### src/rtl/skid_pkg.sv
// Shared defaults and elaboration helpers for the skid_fifo elastic buffer.
package skid_pkg;

  localparam int unsigned DATA_W_DEF = 8;
  localparam int unsigned DEPTH_DEF  = 4;

  // Width needed to hold an occupancy of 0..depth inclusive.
  function automatic int unsigned count_w(input int unsigned depth);
    return $clog2(depth + 1);
  endfunction

  function automatic bit depth_ok(input int unsigned depth);
    return (depth >= 2) && ((depth & (depth - 1)) == 0);
  endfunction

endpackage

### src/rtl/skid_mem.sv
// DEPTH x DATA_W register array: one synchronous write port, one asynchronous read port.
module skid_mem
  import skid_pkg::*;
#(
  parameter int unsigned DATA_W = DATA_W_DEF,
  parameter int unsigned DEPTH  = DEPTH_DEF,
  localparam int unsigned AW    = $clog2(DEPTH)
) (
  input  logic              clk,
  input  logic              reset,
  input  logic              we_i,
  input  logic [AW-1:0]     waddr_i,
  input  logic [DATA_W-1:0] wdata_i,
  input  logic [AW-1:0]     raddr_i,
  output logic [DATA_W-1:0] rdata_o
);

  logic [DATA_W-1:0] mem_q [DEPTH];

  always_ff @(posedge clk) begin
    if (reset) begin
      for (int i = 0; i < int'(DEPTH); i++) begin
        mem_q[i] <= '0;
      end
    end else if (we_i) begin
      mem_q[waddr_i] <= wdata_i;
    end
  end

  assign rdata_o = mem_q[raddr_i];

endmodule

### src/rtl/skid_fifo.sv
// DEPTH-entry registered elastic buffer on a valid/ready stream with flush and occupancy.
// All handshake outputs are decoded from flops only; nothing combinational crosses the buffer.
module skid_fifo
  import skid_pkg::*;
#(
  parameter int unsigned DATA_W = DATA_W_DEF,
  parameter int unsigned DEPTH  = DEPTH_DEF,
  localparam int unsigned CW    = count_w(DEPTH)
) (
  input  logic              clk,
  input  logic              reset,
  input  logic              i_valid_i,
  input  logic [DATA_W-1:0] i_data_i,
  output logic              i_ready_o,
  input  logic              e_ready_i,
  output logic              e_valid_o,
  output logic [DATA_W-1:0] e_data_o,
  input  logic              flush_i,
  output logic [CW-1:0]     count_o
);

  localparam int unsigned PW = $clog2(DEPTH);

  if (!depth_ok(DEPTH)) begin : g_depth_chk
    $error("skid_fifo: DEPTH must be a power of two and at least 2");
  end

  logic [PW-1:0] wr_ptr_q, wr_ptr_d;
  logic [PW-1:0] rd_ptr_q, rd_ptr_d;
  logic [CW-1:0] count_q, count_d;
  logic          rdy_q, rdy_d;
  logic          push_c, pop_c, we_c;

  // Next-state: flush wins over any concurrent push/pop.
  always_comb begin
    push_c   = i_valid_i & rdy_q;
    pop_c    = (count_q != '0) & e_ready_i;
    we_c     = push_c & ~flush_i;
    wr_ptr_d = wr_ptr_q;
    rd_ptr_d = rd_ptr_q;
    count_d  = count_q;
    if (flush_i) begin
      wr_ptr_d = '0;
      rd_ptr_d = '0;
      count_d  = '0;
    end else begin
      if (push_c) wr_ptr_d = wr_ptr_q + PW'(1);
      if (pop_c)  rd_ptr_d = rd_ptr_q + PW'(1);
      case ({push_c, pop_c})
        2'b10:   count_d = count_q + CW'(1);
        2'b01:   count_d = count_q - CW'(1);
        default: count_d = count_q;
      endcase
    end
    // Ready looks ahead at the next occupancy so it can be a plain flop.
    rdy_d = (count_d < CW'(DEPTH));
  end

  always_ff @(posedge clk) begin
    if (reset) begin
      wr_ptr_q <= '0;
      rd_ptr_q <= '0;
      count_q  <= '0;
      rdy_q    <= 1'b0;
    end else begin
      wr_ptr_q <= wr_ptr_d;
      rd_ptr_q <= rd_ptr_d;
      count_q  <= count_d;
      rdy_q    <= rdy_d;
    end
  end

  skid_mem #(
    .DATA_W (DATA_W),
    .DEPTH  (DEPTH)
  ) u_mem (
    .clk     (clk),
    .reset   (reset),
    .we_i    (we_c),
    .waddr_i (wr_ptr_q),
    .wdata_i (i_data_i),
    .raddr_i (rd_ptr_q),
    .rdata_o (e_data_o)
  );

  assign i_ready_o = rdy_q;
  assign e_valid_o = (count_q != '0);
  assign count_o   = count_q;

endmodule

### config.mk
export PLATFORM = sky130hd
export DESIGN_NAME = skid_fifo
export DESIGN_NICKNAME = d
export VERILOG_FILES = /design/src/rtl/skid_pkg.sv /design/src/rtl/skid_mem.sv /design/src/rtl/skid_fifo.sv
export SDC_FILE = /design/constraint.sdc
export NUM_CORES = 1
export LEC_CHECK = 0
export BUFFER_PORTS_ARGS = -buffer_cell sky130_fd_sc_hd__buf_2
export CORE_MARGIN = 10
export CORE_UTILIZATION = 50
export DETAILED_ROUTE_END_ITERATION = 12
export PLACE_DENSITY = 0.71
export SLEW_MARGIN = 10
export SYNTH_ARGS = -nofsm -noshare
export SYNTH_HDL_FRONTEND = slang
export SYNTH_SLANG_ARGS = --single-unit
### constraint.sdc
create_clock -name clk -period 5.4 [get_ports clk]
set_input_delay 0.81 -clock clk [delete_from_list [all_inputs] [get_ports clk]]
set_output_delay 0.81 -clock clk [all_outputs]
set_load 0.05 [all_outputs]
==> summary.md <==
| Metric | Value |
|---|---|
| Status | finished, final reports clean |
| Post-synth cell types | 30 |
| Number of setup buffers added after CTS | 0 |
| Critical Path Max Stage Delay | roughly 0.68 ns |
| Worst Hold Class | reg2reg |
| Post-synthesis async set-or-reset flop share | 0 |
| Total GRT Usage | 0.118 |
| Worst Setup EP | e_data_o[3] |
| Crit end category | output pin |
| Most common cell in the netlist | edfxtp_1 |
| Reg power frac | 0.601 |
| Final WL | around 3.5 mm |
| Largest net degree at the start of global routing | 13 |
| Combinational share of power | 0.089 |
| TNS Setup | 0 ns |
| Skew-Pair Late Insertion Delay | ~0.28 ns |
| Area leader, netlist | edfxtp_1 |
| Critical path depth | 2 |
| Share of layout cells above drive strength 1 | 0.320 |
| Number of flops mapped to enable cells by yosys | 32 |
| Vias per inst | about 5.3 |
| Post-Syn Area | between 0.0015 and 0.002 sq mm |
| CTS clock-pin slew for the worst setup and hold paths | 0.07 ns |
| Crit-path max FO | 8 |
| Fmax | about 390 MHz |
| Clk buf depth | 2 |
| Crit-path slowest cell | dfxtp_1 |
| Number of buffers created by CTS | 5 |
| R2r setup slk | approximately 3.3 ns |
| Ant. Diodes | 0 |
| Average wire per standard cell | approximately 17 um |
| TritonCTS clock tree | yes |
| Vias in the first global route | 1,121 |
| # H-tree levels | 2 |
| Fin Clk Skew | approximately 0.006 ns |
| Initial antenna violation count | 0 |
| Crit path cell chain | mux4_2 > buf_2 |
| Clock group share of total power | 0.309 |
| Hold_buf cts | 0 |
| Power Density | 287 mW/mm^2 |
| # resized after CTS | 0 |
| Hold path cells | 2 |
| # fillers | between 200 and 300 |
| Seq/Total Area, Yosys | 0.619 |
| Grt ovf | 0 |
| DP HPWL | 2.67 mm |
| Peak VDD IR | about 0.00017 V |
| Synth Register Bits | between 40 and 50 |
| First-pass GRT wire length | between 5 and 6 mm |
| Min Tclk post-route | 2.58 ns |
| Arr. time, crit path | approximately 1.8 ns |
| RSZ-0062 raised after global routing | false |
| Cell Int Power | approximately 0.46 mW |
| Switching part of the total | 0.233 |
| Area of the die | 0.00660 sq mm |
| Core area | between 0.003 and 0.004 sq mm |
| P&R area growth vs syn | 12.3% |
| Vias | between 1,000 and 1,500 |
| Gate Count Post-Synth | around 130 |
| Fin crit share | 0.478 |
| Max-cap violations | 0 |
| Die X | between 80 and 90 um |
| Total clock sinks | 42 |
| Crit start category | flip-flop |
| Reg-to-Reg End | i_ready_o |
| Ys flop type | edfxtp_1 |
| Critical Path RT | between 4 and 5 ns |
| Input/output buffers | 25 |
| Mapped Avg Cell Area | about 15 sq um |
| Share of the synthesized area in the top cell type | 0.512 |
| Final setup vio count | 0 |
| Slew Limit Fails | 0 |
| Chip height | between 80 and 90 um |
| Yosys Warn Count | 0 |
| Starting Density | 0.517 |
| Pleak | a little over 0.8 nW |
| Fin. Hold Viols | 0 |
| Post-Place Setup Slack | around 2.9 ns |
| I/O Pins | 26 |
| DRC Markers | 0 |
| Synth top area cells | edfxtp_1 (51%), dfxtp_1 (11%), mux4_2 (9.6%), and2_1 (8.0%), and2_2 (3.2%) |
| Worst slew pin tran | 0.942 ns |
| Worst slew margin | 0.370 |
| CP Buf/Inv Count | 1 |
| CTS root buf | clkbuf_8 |
| Layout net count | 167 |
| Row count | 22 |
| Top cells by count, synth | edfxtp_1 (32), and2_1 (24), dfxtp_1 (10), and2_2 (8), mux4_2 (8) |
| Antenna viol nets, final | 0 |
| Synthesized net count | 140 |
| Worst R2R Path Depth | 6 |
| First-pass DRT Iterations | 4 |
| Switching power | 0.141 mW |
| Setup Crit Path Kind | reg2out |
| Gpl congestion | 0.762 |
| Final setup margin | 2.82 ns |
| Initial DRC Count | about 130 |
| Crit-path leading delay family | flip-flops |
| R2r startpoint | count_o[0] |
through the flow:
step / std cells / hold WS [ns] / area, sq um / util / total power [mW]
floorplan: 125 / 0.485 / 1880 / - / 0.407
global placement: 193 / 0.519 / 2030 / 0.558 / 0.424
detailed placement: 193 / 0.509 / 2030 / 0.558 / 0.425
CTS: 201 / 0.538 / 2110 / 0.580 / 0.609
global route: 201 / 0.579 / 2110 / 0.580 / 0.630
finish: 201 / 0.540 / 2110 / 0.580 / 0.605
worst reg2reg max path: cells and delay by family, from the launching register on:
kind,cells,cell delay [ns]
compound gates,2,0.62
fa+ha+maj,2,0.61
flops,1,0.38
xor+xnor,1,0.27
simple gates,1,0.08
placed cells by master, fill, tap and decap left out:
cell	count
o31a_1	1
dfxtp_1	10
a21oi_1	1
or2_1	4
clkbuf_8	5
nand3_1	1
nor4_4	1
clkinv_2	1
a311oi_1	1
clkinv_1	1
nor2_1	7
and2_2	8
fa_1	1
and2_1	24
o311ai_1	1
o21ai_0	1
a31o_1	1
nor4_1	1
mux4_2	8
xnor2_1	2
ha_1	1
nand2_1	2
edfxtp_1	32
and4bb_4	1
xor2_1	4
o21bai_1	1
buf_2	25
or3_1	2
and3b_1	2
inv_1	1
mux2i_1	1
clkbuf_1	1
routing by layer:
layer	global-route usage	up-vias	part of all wire
li1	-	509	-
met1	0.143	522	0.43
met2	0.189	39	0.48
met3	0.0419	4	0.081
met4	0.0433	0	0.011
met5	0	-	0
sequential cells by signal (all words and copies together) (netlist names), named ones only:
signal	cells
wr_ptr_q	2
i_ready_o	1
count_o	3
rd_ptr_q	2
u_mem.mem_q	32
power groups by stage:
stage               clock network, mW  registers, mW  logic [mW]
floorplan                           0          0.371      0.0356
global placement                    0          0.371      0.0537
detailed placement                  0          0.371      0.0544
CTS                             0.191          0.364      0.0545
global route                    0.208          0.364      0.0581
finish                          0.187          0.363      0.0541
how the worst min path moves through the flow:
stage	from	endpoint	slack (ns)
after floorplan	rd_ptr_q[1]	flip-flop	0.48
after global placement	rd_ptr_q[1]	flip-flop	0.52
after detailed placement	rd_ptr_q[1]	rd_ptr_q[1]	0.51
after CTS	rd_ptr_q[1]	flip-flop	0.54
after global routing	rd_ptr_q[1]	flip-flop	0.58
final	rd_ptr_q[1]	flip-flop	0.54
area by class of cell:
cell class | count | area (sq um) | share of cell area
well taps | 48 | 60.1 | 0.0285
clock buffers | 6 | 72.6 | 0.0344
inverters | 1 | 3.75 | 0.00178
clock inverters | 2 | 8.76 | 0.00416
flip-flops and latches | 42 | 1160 | 0.551
multi-input cells | 77 | 676 | 0.321
repair buffers | 25 | 125 | 0.0594
cells by family after synthesis:
family | synth area share
compound gates | 0.0280
simple gates | 0.185
mux | 0.101
fa+ha+maj | 0.0173
buf+inv | 0.0213
flops | 0.619
xor+xnor | 0.0280
Note: power is estimated with default switching activity, not from simulation.
